`config.mk`:
```
export PLATFORM = sky130hd
export DESIGN_NAME = sel_scan_ctrl
export DESIGN_NICKNAME = d
export VERILOG_FILES = /design/src/rtl/sel_scan_ctrl.sv
export SDC_FILE = /design/constraint.sdc
export NUM_CORES = 1
export LEC_CHECK = 0
export CAP_MARGIN = 10
export CORE_MARGIN = 5
export CORE_UTILIZATION = 32
export DETAILED_ROUTE_END_ITERATION = 10
export PLACE_DENSITY = 0.58
export SETUP_SLACK_MARGIN = 0.3
export SLEW_MARGIN = 10
export SYNTH_ARGS = -nofsm -noshare
export SYNTH_HDL_FRONTEND = slang
export SYNTH_SLANG_ARGS = --single-unit
```
`constraint.sdc`:
```
create_clock -name clk1 -period 6.7 [get_ports clk1]
set_input_delay 1.34 -clock clk1 [delete_from_list [all_inputs] [get_ports clk1]]
set_output_delay 1.34 -clock clk1 [all_outputs]
set_load 0.01 [all_outputs]
```
`src/rtl/sel_scan_ctrl.sv`:
```
// sel_scan_ctrl: channel select sequencer feeding a 3-to-8 decoder.
// Auto-scans over the channels enabled by mask, giving each channel dwell+1
// cycles, or holds a manually loaded channel. All outputs come from flops.
//
// Ports:
//   clk1      rising-edge clock
//   rst_n     asynchronous active-low reset
//   en        scan enable (low forces IDLE, highest priority)
//   mode      0 = auto-scan, 1 = manual hold
//   dwell     cycles per channel minus one, latched at each channel entry
//   mask      channel eligibility for auto-scan
//   load      manual load strobe (only honoured when mode = 1)
//   load_sel  channel index loaded by load
//   select    registered channel index
//   sel_valid registered, select addresses an active channel
//   wrap      registered one-cycle pulse when auto-scan wraps the ring
module sel_scan_ctrl #(
    parameter int unsigned DWELL_W = 8
) (
    input  logic               clk1,
    input  logic               rst_n,
    input  logic               en,
    input  logic               mode,
    input  logic [DWELL_W-1:0] dwell,
    input  logic [7:0]         mask,
    input  logic               load,
    input  logic [2:0]         load_sel,
    output logic [2:0]         select,
    output logic               sel_valid,
    output logic               wrap
);

    localparam int unsigned NCH = 8;
    localparam int unsigned IW  = 3;

    typedef enum logic [1:0] {
        IDLE = 2'd0,
        SCAN = 2'd1,
        HOLD = 2'd2
    } state_t;

    state_t             state;
    logic [DWELL_W-1:0] cnt;
    logic [DWELL_W-1:0] dwell_lat;

    logic [IW-1:0]      next_c;
    logic [IW-1:0]      lowest_c;
    logic               any_c;
    logic               expire_c;

    // First set mask bit strictly after cur, searching circularly; the search
    // ends on cur itself, so a single set bit maps back onto itself.
    function automatic logic [IW-1:0] next_after(input logic [IW-1:0] cur,
                                                 input logic [NCH-1:0] m);
        logic [IW-1:0] r;
        logic [IW-1:0] idx;
        logic          hit;
        r   = cur;
        hit = 1'b0;
        for (int i = 1; i <= int'(NCH); i++) begin
            idx = cur + IW'(i);
            if (!hit && m[idx]) begin
                r   = idx;
                hit = 1'b1;
            end
        end
        return r;
    endfunction

    // Channel search and dwell expiry helpers
    always_comb begin
        next_c   = next_after(select, mask);
        lowest_c = next_after(IW'(NCH - 1), mask);
        any_c    = |mask;
        expire_c = (cnt == dwell_lat);
    end

    // State, counter and registered outputs
    always_ff @(posedge clk1 or negedge rst_n) begin
        if (!rst_n) begin
            state     <= IDLE;
            select    <= '0;
            sel_valid <= 1'b0;
            wrap      <= 1'b0;
            cnt       <= '0;
            dwell_lat <= '0;
        end else begin
            wrap <= 1'b0;
            if (!en) begin
                state     <= IDLE;
                select    <= '0;
                sel_valid <= 1'b0;
                cnt       <= '0;
            end else if (mode && load) begin
                // Manual load beats any pending expiry and suppresses wrap
                state     <= HOLD;
                select    <= load_sel;
                sel_valid <= 1'b1;
                cnt       <= '0;
            end else begin
                case (state)
                    IDLE: begin
                        if (!mode) begin
                            state     <= SCAN;
                            select    <= any_c ? lowest_c : '0;
                            sel_valid <= any_c;
                            cnt       <= '0;
                            dwell_lat <= dwell;
                        end
                    end
                    SCAN: begin
                        if (!any_c) begin
                            // Freeze position and counter until a channel is eligible
                            sel_valid <= 1'b0;
                        end else if (expire_c) begin
                            select    <= next_c;
                            sel_valid <= 1'b1;
                            wrap      <= (next_c <= select);
                            cnt       <= '0;
                            dwell_lat <= dwell;
                        end else begin
                            sel_valid <= 1'b1;
                            cnt       <= cnt + DWELL_W'(1);
                        end
                    end
                    HOLD: begin
                        cnt <= '0;
                        if (!mode) begin
                            state     <= SCAN;
                            select    <= next_c;
                            sel_valid <= any_c;
                            dwell_lat <= dwell;
                        end
                    end
                    default: begin
                        state     <= IDLE;
                        select    <= '0;
                        sel_valid <= 1'b0;
                        cnt       <= '0;
                    end
                endcase
            end
        end
    end

endmodule

```
Yosys cells after proc, flatten, opt, wreduce, memory -nomap -nowiden
Index checks and enable logic that the tools add are counted.

Flip-flop bits (word level): 23. Output and inout port bits: 5. Input port bits: 24. Logic and storage cells: 151.

Multiplexer cells: 78. Reductions and logical operators: 37. Magnitude comparators: 9. Bitwise operators: 1. Add/subtract/negate cells: 8. Equality and inequality tests: 12.

Operator list (number): 2-to-1 mux 3 bit (23); 2-to-1 mux 8 bit (8); < comparator 3 x 4 -> 1 bit (second input constant) (8); case mux 8 bit (2 select lines) (2); 2-to-1 mux 1 bit (31); binary-select mux 1 bit (select 3 bit) (8); inequality test 4 bit (second input constant) (4); logical AND 1 bit (15); zero test 1 bit (14); adder 3 bit (second input constant) (4); case mux 3 bit (3 select lines) (1); adder 8 x 1 -> 8 bit (second input constant) (1); == test 8 bit (1); OR reduction 8 bit (1); adder 3 x 2 -> 3 bit (second input constant) (2); 2-to-1 mux 2 bit (3); inequality test 2 bit (second input constant) (3); AND reduction 6 bit (1); inequality test 4 x 3 -> 1 bit (second input constant) (1); case mux 2 bit (2 select lines) (1); AND reduction 2 bit (2); AND reduction 4 bit (1); adder 3 x 1 -> 3 bit (second input constant) (1); <= comparator 3 bit (1); 8 further kinds (8).

Longest topological paths before layout
Word-level depth: 31. Mapped depth: 17. Mapped depth without buffers: 14.

Least setup slack after synthesis
No wires, ideal clock.

Kind: input to register. Start: in mask[0]. End: reg wrap. Buffers on the path: 1. Path slack: 2.891 ns. Stages: 12. Data required time: 6.614 ns. Setup time: 0.086 ns. Data arrival time: 3.723 ns. Cell sequence: clkbuf_1 -> mux4_2 -> mux2_4 -> nor4_4 -> nand2_1 -> nor3_2 -> a21o_1 -> ha_1 -> a21o_1 -> a21oi_1 -> a31oi_1 -> nor3_1.

Cells in the longest elaborated chain, start to end: 30. Elaborated cells between the ends (all ways): 52. Those cells by class: 1 x order compare; 36 x mux; 15 x reduce/logical.

Ends and longest elaborated chain: start, declared (RTL line 25) `input logic [7:0] mask,`; binary-select mux 1 bit (select 3 bit) (RTL line 62) `if (!hit && m[idx]) begin`; 2-to-1 mux 1 bit (not written as such) (RTL line 62); 2-to-1 mux 1 bit (RTL line 62); zero test 1 bit (RTL line 62); logical AND 1 bit (RTL line 62); 2-to-1 mux 1 bit (RTL line 62); zero test 1 bit (RTL line 62); logical AND 1 bit (RTL line 62); [... 14 more ...]; logical AND 1 bit (RTL line 62); 2-to-1 mux 3 bit (RTL line 62); <= comparator 3 bit (RTL line 118) `wrap <= (next_c <= select);`; 2-to-1 mux 1 bit (RTL line 115) `end else if (expire_c) begin`; 2-to-1 mux 1 bit (*) (RTL line 112) `if (!any_c) begin`; 2-to-1 mux 1 bit (*) (RTL line 101) `case (state)`; 2-to-1 mux 1 bit (*) (RTL line 94) `end else if (mode && load) begin`; 2-to-1 mux 1 bit (*) (RTL line 89) `if (!en) begin`; end signal, assigned (RTL line 118); end, declared (RTL line 30) `output logic wrap`.

Mark *: on every way between the ends. The rest lies on a longest branch, timed or not. The select of a mux whose other input is x is not followed. A chain may end at the register's enable or synchronous reset.

Worst setup path after layout
Start: in mask[2]. End: reg wrap.

The elaborated chain is that of the path after synthesis.

==> metrics.md <==
| Metric | Value |
|---|---|
| Dpl cells | ~370 |
| Relative slew slack | 0.3841 |
| Hold Vio Cnt, Final | 0 |
| WL met3 | between 150 and 200 µm |
| IO Port Bufs | 28 |
| Mean post-synth cell area | 9.180 µm² |
| P_int | 363.1 µW |
| Rows | 31 |
| Met2 WL post-DR | approximately 2.7 mm |
| Synthesized area | about 0.0024 mm² |
| Top_reg_cell synth | dfrtp_1 |
| Hold-fix buffers at CTS | 0 |
| Final Cycle Share | 0.6344 |
| Peak supply drop | approximately 0.000065 V |
| RSZ-0062 raised after global routing | false |
| Clock Tree Buf Depth | 2 |
| CP Launch Point | mask[2] |
| Number of synthesized flops with an enable pin | 0 |
| PwrDens | between 200 and 250 mW/mm² |
| Die Y | 96.53 µm |
| Leakage | between 1 and 1.5 nW |
| Syn-to-layout area delta | 15.61% |
| Post-CTS setup buffer count | 0 |
| Slew @ Worst Pin | ~0.9 ns |
| Worst EP required | roughly 6.9 ns |
| DR top layer | met4 |
| Die X | just under 100 µm |
| Switching Fraction | 0.4021 |
| Via Count | roughly 2100 |
| Hold Crit Start | cnt[7] |
| Clock Pin Slew Worst Setup and Hold Paths | around 0.090 ns |
| Flop pwr share | 0.300 |
| Post-route DRC | 0 |
| Skew-Pair Late Insertion Delay | 0.27 ns |
| Layout cells sized above 1 | 0.1264 |
| All-Layer GR Usage | 0.1356 |
| First-pass GRT wire length | 10.15 mm |
| Largest net degree at the start of global routing | 26 |
| Drt wl/cell | 15.25 µm |
| Vias in the first global route | approximately 2100 |
| Num Clock Sinks | 23 |
| CTS Root Buffer Type | clkbuf_8 |
| Post-DRT Antenna Nets | 0 |
| # H-tree levels | 1 |
| Asr flop ratio synth | 1.000 |
| Status | finished, final reports clean |
| HP Class | reg -> reg |
| Max-slew violations | 0 |
| Post-route insts no fill | approximately 380 |
| Dpl hpwl | around 4.3 mm |
| Setup violations, final | 0 |
| Highest clock rate | about 240 MHz |
| Syn Inst Count | ~260 |
| Combinational power share | 0.556 |
| Post-synthesis sequential area ratio | 0.2402 |
| Met1 WL | between 2 and 3 mm |
| Syn Nets | a little under 300 |
| CTS tree | built |
| FF-to-FF Start | select[0] |
| CP Capture Type | flip-flop |
| Skew final | 0.006192 ns |
| Sw power | approximately 240 µW |
| Max Cap Viol | 0 |
| WS Path Type | in -> reg |
| # diodes | 0 |
| Worst setup SP type | primary input |
| Synth cell types | 54 |
| Initial Util | 0.3303 |
| Clock share of power | 0.145 |
| CTS resizes | 0 |
| I/O pin count | 29 |
| Crit-path max FO | 11 |
| Placer Congestion | between 0.8 and 0.9 |
| Worst endpoint data arrival time | ~4.4 ns |
| Core Area | ~0.0073 mm² |
| Vias per cell | 5.495 |
| Setup_tns | 0 ns |
| Starting DRT DRC Count | roughly 130 |
| Yosys warning count | 0 |
| Final WL | 5.733 mm |
| Fin crit period | 4.250 ns |
| Cts bufs inserted | 3 |
| Die area | 0.009318 mm² |
| GRT overflow | 0 |
| Synth Register Bits | 23 |
| Antenna violations before repair | 0 |
| Final nets | 312 |
| Drt pass-1 iters | 5 |
==> sequential cells by signal, summed over array words and instances, names as in the netlist <==
register   flops
sel_valid      1
dwell_lat      8
cnt            8
select         3
wrap           1
state          2
==> critical path: stages <==
cell and delay [ns]:
clkdlybuf4s50_1 0.59, mux4_2 0.60, mux2_4 0.34, nor4_4 0.37, nand2_1 0.15, nor3_2 0.21, a21o_1 0.11, ha_1 0.23
a21o_1 0.16, a21oi_1 0.13, a31oi_1 0.06, nor3_1 0.14
==> stage by stage <==
stage               power [mW]  hold slack, ns  utilization  area [µm²]  worst slack [ns]
floorplan               0.4422          0.4659            -        2396             2.891
global placement        0.5182          0.4890       0.3762        2729             2.270
detailed placement      0.5207          0.4959       0.3762        2729             2.179
CTS                     0.6128          0.5105       0.3826        2775             2.475
global route            0.6569          0.5362       0.3819        2770             2.148
finish                  0.6074          0.5046       0.3819        2770             2.450
==> placed cells by master (no fill, tap or decap), types with 3 or more instances in the layout <==
master	synthesis	final
clkdlybuf4s50_1	0	27
nand4_1	6	6
nor3_1	4	4
clkbuf_8	0	3
o21ai_1	6	6
ha_1	10	10
nand2_1	17	17
inv_1	12	12
xnor2_1	10	10
nor2_1	19	19
mux2_2	6	6
mux2i_1	5	5
a21oi_1	9	9
mux2_1	13	13
and2_1	3	3
mux4_2	14	14
o21ai_0	12	12
or2_1	4	4
dfrtp_1	23	23
a21o_1	3	3
a31oi_1	5	5
nor3_2	3	3
nand2b_1	3	3
o31ai_1	7	7
nor2b_1	4	4
nand3_1	10	10
==> kinds of logic after synthesis <==
| kind of cell | synth area share |
|---|---|
| mux | 0.2480 |
| fa+ha+maj | 0.05222 |
| flops | 0.2402 |
| compound gates | 0.1781 |
| simple gates | 0.1828 |
| xor+xnor | 0.04386 |
| buf+inv | 0.05483 |
==> power groups by stage <==
stage / sequential (mW) / combinational [mW] / clock (mW)
after global placement: 0.186 / 0.333 / 0
after floorplan: 0.171 / 0.272 / 0
after global routing: 0.187 / 0.375 / 0.0953
after detailed placement: 0.186 / 0.335 / 0
final: 0.182 / 0.338 / 0.0878
after CTS: 0.183 / 0.337 / 0.0933
==> cells in the mapped netlist, drive strengths merged, types with 8 or more instances <==
| cell | number | area share |
|---|---|---|
| o21ai | 18 | 0.038 |
| xnor2 | 10 | 0.037 |
| dfrtp | 23 | 0.24 |
| inv | 14 | 0.022 |
| clkbuf | 8 | 0.013 |
| mux2 | 20 | 0.096 |
| nand2 | 17 | 0.027 |
| nand3 | 10 | 0.021 |
| a21oi | 9 | 0.019 |
| buf | 9 | 0.020 |
| ha | 10 | 0.052 |
| mux4 | 14 | 0.13 |
| nor2 | 19 | 0.030 |
==> layer usage <==
metal | vias to the layer above | GRT usage
li1 | 1010 | -
met1 | 1010 | 0.2006
met2 | 42 | 0.2178
met3 | 4 | 0.01162
met4 | 0 | 0.02453
met5 | - | 0
==> layout make-up <==
cell class / count / area, µm²
multi-input cells: 207 / 1689
clock buffers: 3 / 41.29
fillers: 751 / 4483
inverters: 14 / 52.55
well taps: 99 / 123.9
repair buffers: 29 / 282.8
flip-flops and latches: 23 / 575.6
clock inverters: 1 / 5.005
==> final timing paths <==
path | endpoint | slack (ns) | cells after the start
min in group asynchronous | sel_valid | 1.05 | 1
setup reg to reg | wrap | 2.61 | 13
max in group asynchronous | dwell_lat[0] | 5.28 | 1
setup / recovery | wrap | 2.45 | 12
hold reg to reg | cnt[7] | 0.50 | 1
hold / removal | cnt[7] | 0.50 | 1
Note: power is estimated with default switching activity, not from simulation.
==> patch (same settings) <==
Change the parameter `DWELL_W` from 8 to 12.
--- a/src/rtl/sel_scan_ctrl.sv
+++ b/src/rtl/sel_scan_ctrl.sv
@@ -16,5 +16,5 @@
 //   wrap      registered one-cycle pulse when auto-scan wraps the ring
 module sel_scan_ctrl #(
-    parameter int unsigned DWELL_W = 8
+    parameter int unsigned DWELL_W = 12
 ) (
     input  logic               clk1,
Ports: changed (resized dwell); port bits go from 29 to 33. No check against the original RTL was run, so the function may have changed too.
==> patch against the original RTL <==
  * Worst setup slack lost 330 ps
  * Total power up 39%
  * Sequential share of layout area increased by 2.2 points
  * Global-route usage shrank 0.58 points
  * Clock skew fell by 3.0 ps
  * Via count grew 19%
  * Synthesized area increased by 20%
  * Wire length rose by 22%
  * Design area rose by 22%
  * Sequential cell count rose by 8
  * Critical path type unchanged
  * Critical endpoint unchanged
  * Largest power group unchanged
==> patch: results (changes against the original RTL) <==
{| class="wikitable"
! Metric !! Value
|-
| Worst ir drop on vdd || 0.147 mV (+130%)
|-
| Placer's final routability congestion estimate || 0.856 (+4.4%)
|-
| Post-Synthesis Cell Area || 2890 µm² (+20%)
|-
| Instance count after placement with tap cells included || 430 (+16%)
|-
| Clock Power Share || 19.3% (+4.8 points)
|-
| Non-filler instance count after layout || 438 (+16%)
|-
| Pre-CTS setup slack || 1840 ps (-339 ps)
|-
| Top flop regs || cnt x12, dwell_lat x12, select x3
|-
| Nets || 367 (+18%)
|-
| Vias in the first global route || 2440 (+18%)
|-
| Multi-input combinational cell area || 1950 µm² (+16%)
|-
| Main area contributors after synthesis || dfrtp_1, mux4_2, mux2_1, ha_1, xor2_1
|-
| Sum of net half-perimeters after detailed placement || 5270 µm (+23%)
|-
| Worst-Margin Slew || 800 ps (-124 ps)
|-
| Most frequent cells after synthesis || dfrtp_1, nor2_1, nand2_1
|-
| Worst slack on hold paths || 509 ps (+4.13 ps)
|-
| Total power divided by cell area || 251 nW/µm² (+14%)
|-
| Net count after synthesis || 345 (+17%)
|-
| R2R Path Start || select[1]$_DFFE_PN0P_
|-
| Result of the run || completed
|-
| Wire length of the first global-routing pass || 12100 µm (+19%)
|-
| Critical-path top delay cell || clkdlybuf4s50_1
|-
| Total area of sequential cells || 776 µm² (+35%)
|-
| Maximum fanout along the worst path || 15 (+4)
|-
| Number of buffers added on ports || 32 (+14%)
|-
| Maximum number of pins on one net before global-route repair || 32 (+23%)
|-
| Register-to-register path setup slack || 2870 ps (+260 ps)
|-
| Placed Instance Area || 3270 µm² (+20%)
|-
| Clock tree sinks || 31 (+35%)
|-
| Number of search-and-repair iterations in the first detailed-routing pass || 4 (-1)
|-
| Non-clock buffers || 36 (+24%)
|-
| Share of synthesized area occupied by flip-flops and latches || 26.9% (+2.9 points)
|-
| Lkg Pwr || 1.36 nW (+32%)
|-
| Number of buffers created by CTS || 5 (+2)
|-
| Netlist cell types || 53 (-1.9%)
|-
| Critical path origin || mask[1]
|-
| Setup clock skew after layout || 3.14 ps (-3.05 ps)
|-
| Area share of buffers outside the clock network || 10.4% (+0.17 points)
|-
| Number of vias in the routed layout || 2453 (+19%)
|-
| Share of layout cells above drive strength 1 || 12.4% (-0.21 points)
|-
| Global-route total usage across every layer || 13.0% (-0.58 points)
|-
| Iteration-0 DRC Markers || 115 (-8.0%)
|-
| Multi-input comb cells || 240 (+16%)
|-
| Startpoint of the worst hold path || cnt[11]$_DFFE_PN0P_
|-
| Power consumed by sequential cells || 0.000229 W (+26%)
|-
| Clock input transition at the sequential cells of the worst setup and hold paths || 70 ps (-20 ps)
|-
| Routed len/inst || 16.0 µm (+4.9%)
|-
| Net switching fraction of the power || 38.6% (-1.6 points)
|-
| Non-clk invs || 15 (+1)
|-
| Count of H-tree levels built during CTS || 2 (+1)
|-
| Clk_buf instances || 7 (+4)
|}
patch: cells by family (layout without fill, tap and decap cells):
family	Yosys count	after routing	synth area share [%]
fa+ha+maj	10	10	4.33
compound gates	78	78	17.6
buf+inv	36	59	5.46
mux	47	47	25.3
flops	31	31	26.9
xor+xnor	16	16	4.85
simple gates	89	89	15.5
patch: layer usage:
metal	track usage (%)	share of wire, %	routed length, µm	vias up
li1	-	-	-	1193
met1	18.7	48	3400	1179
met2	19.8	45	3180	67
met3	2.40	4.1	284	14
met4	3.93	2.1	147	0
met5	0	0	0	-
patch: worst register-to-register path: stages (launching register included):
cell and delay, ps:
dfrtp_1 330, buf_4 290, inv_1 140, ha_1 530
mux4_2 600, or4b_4 560, a211o_1 260, o31a_1 110
a21oi_1 130, ha_1 260, a21o_1 160, a21oi_1 140
a31oi_1 60, nor4_1 160
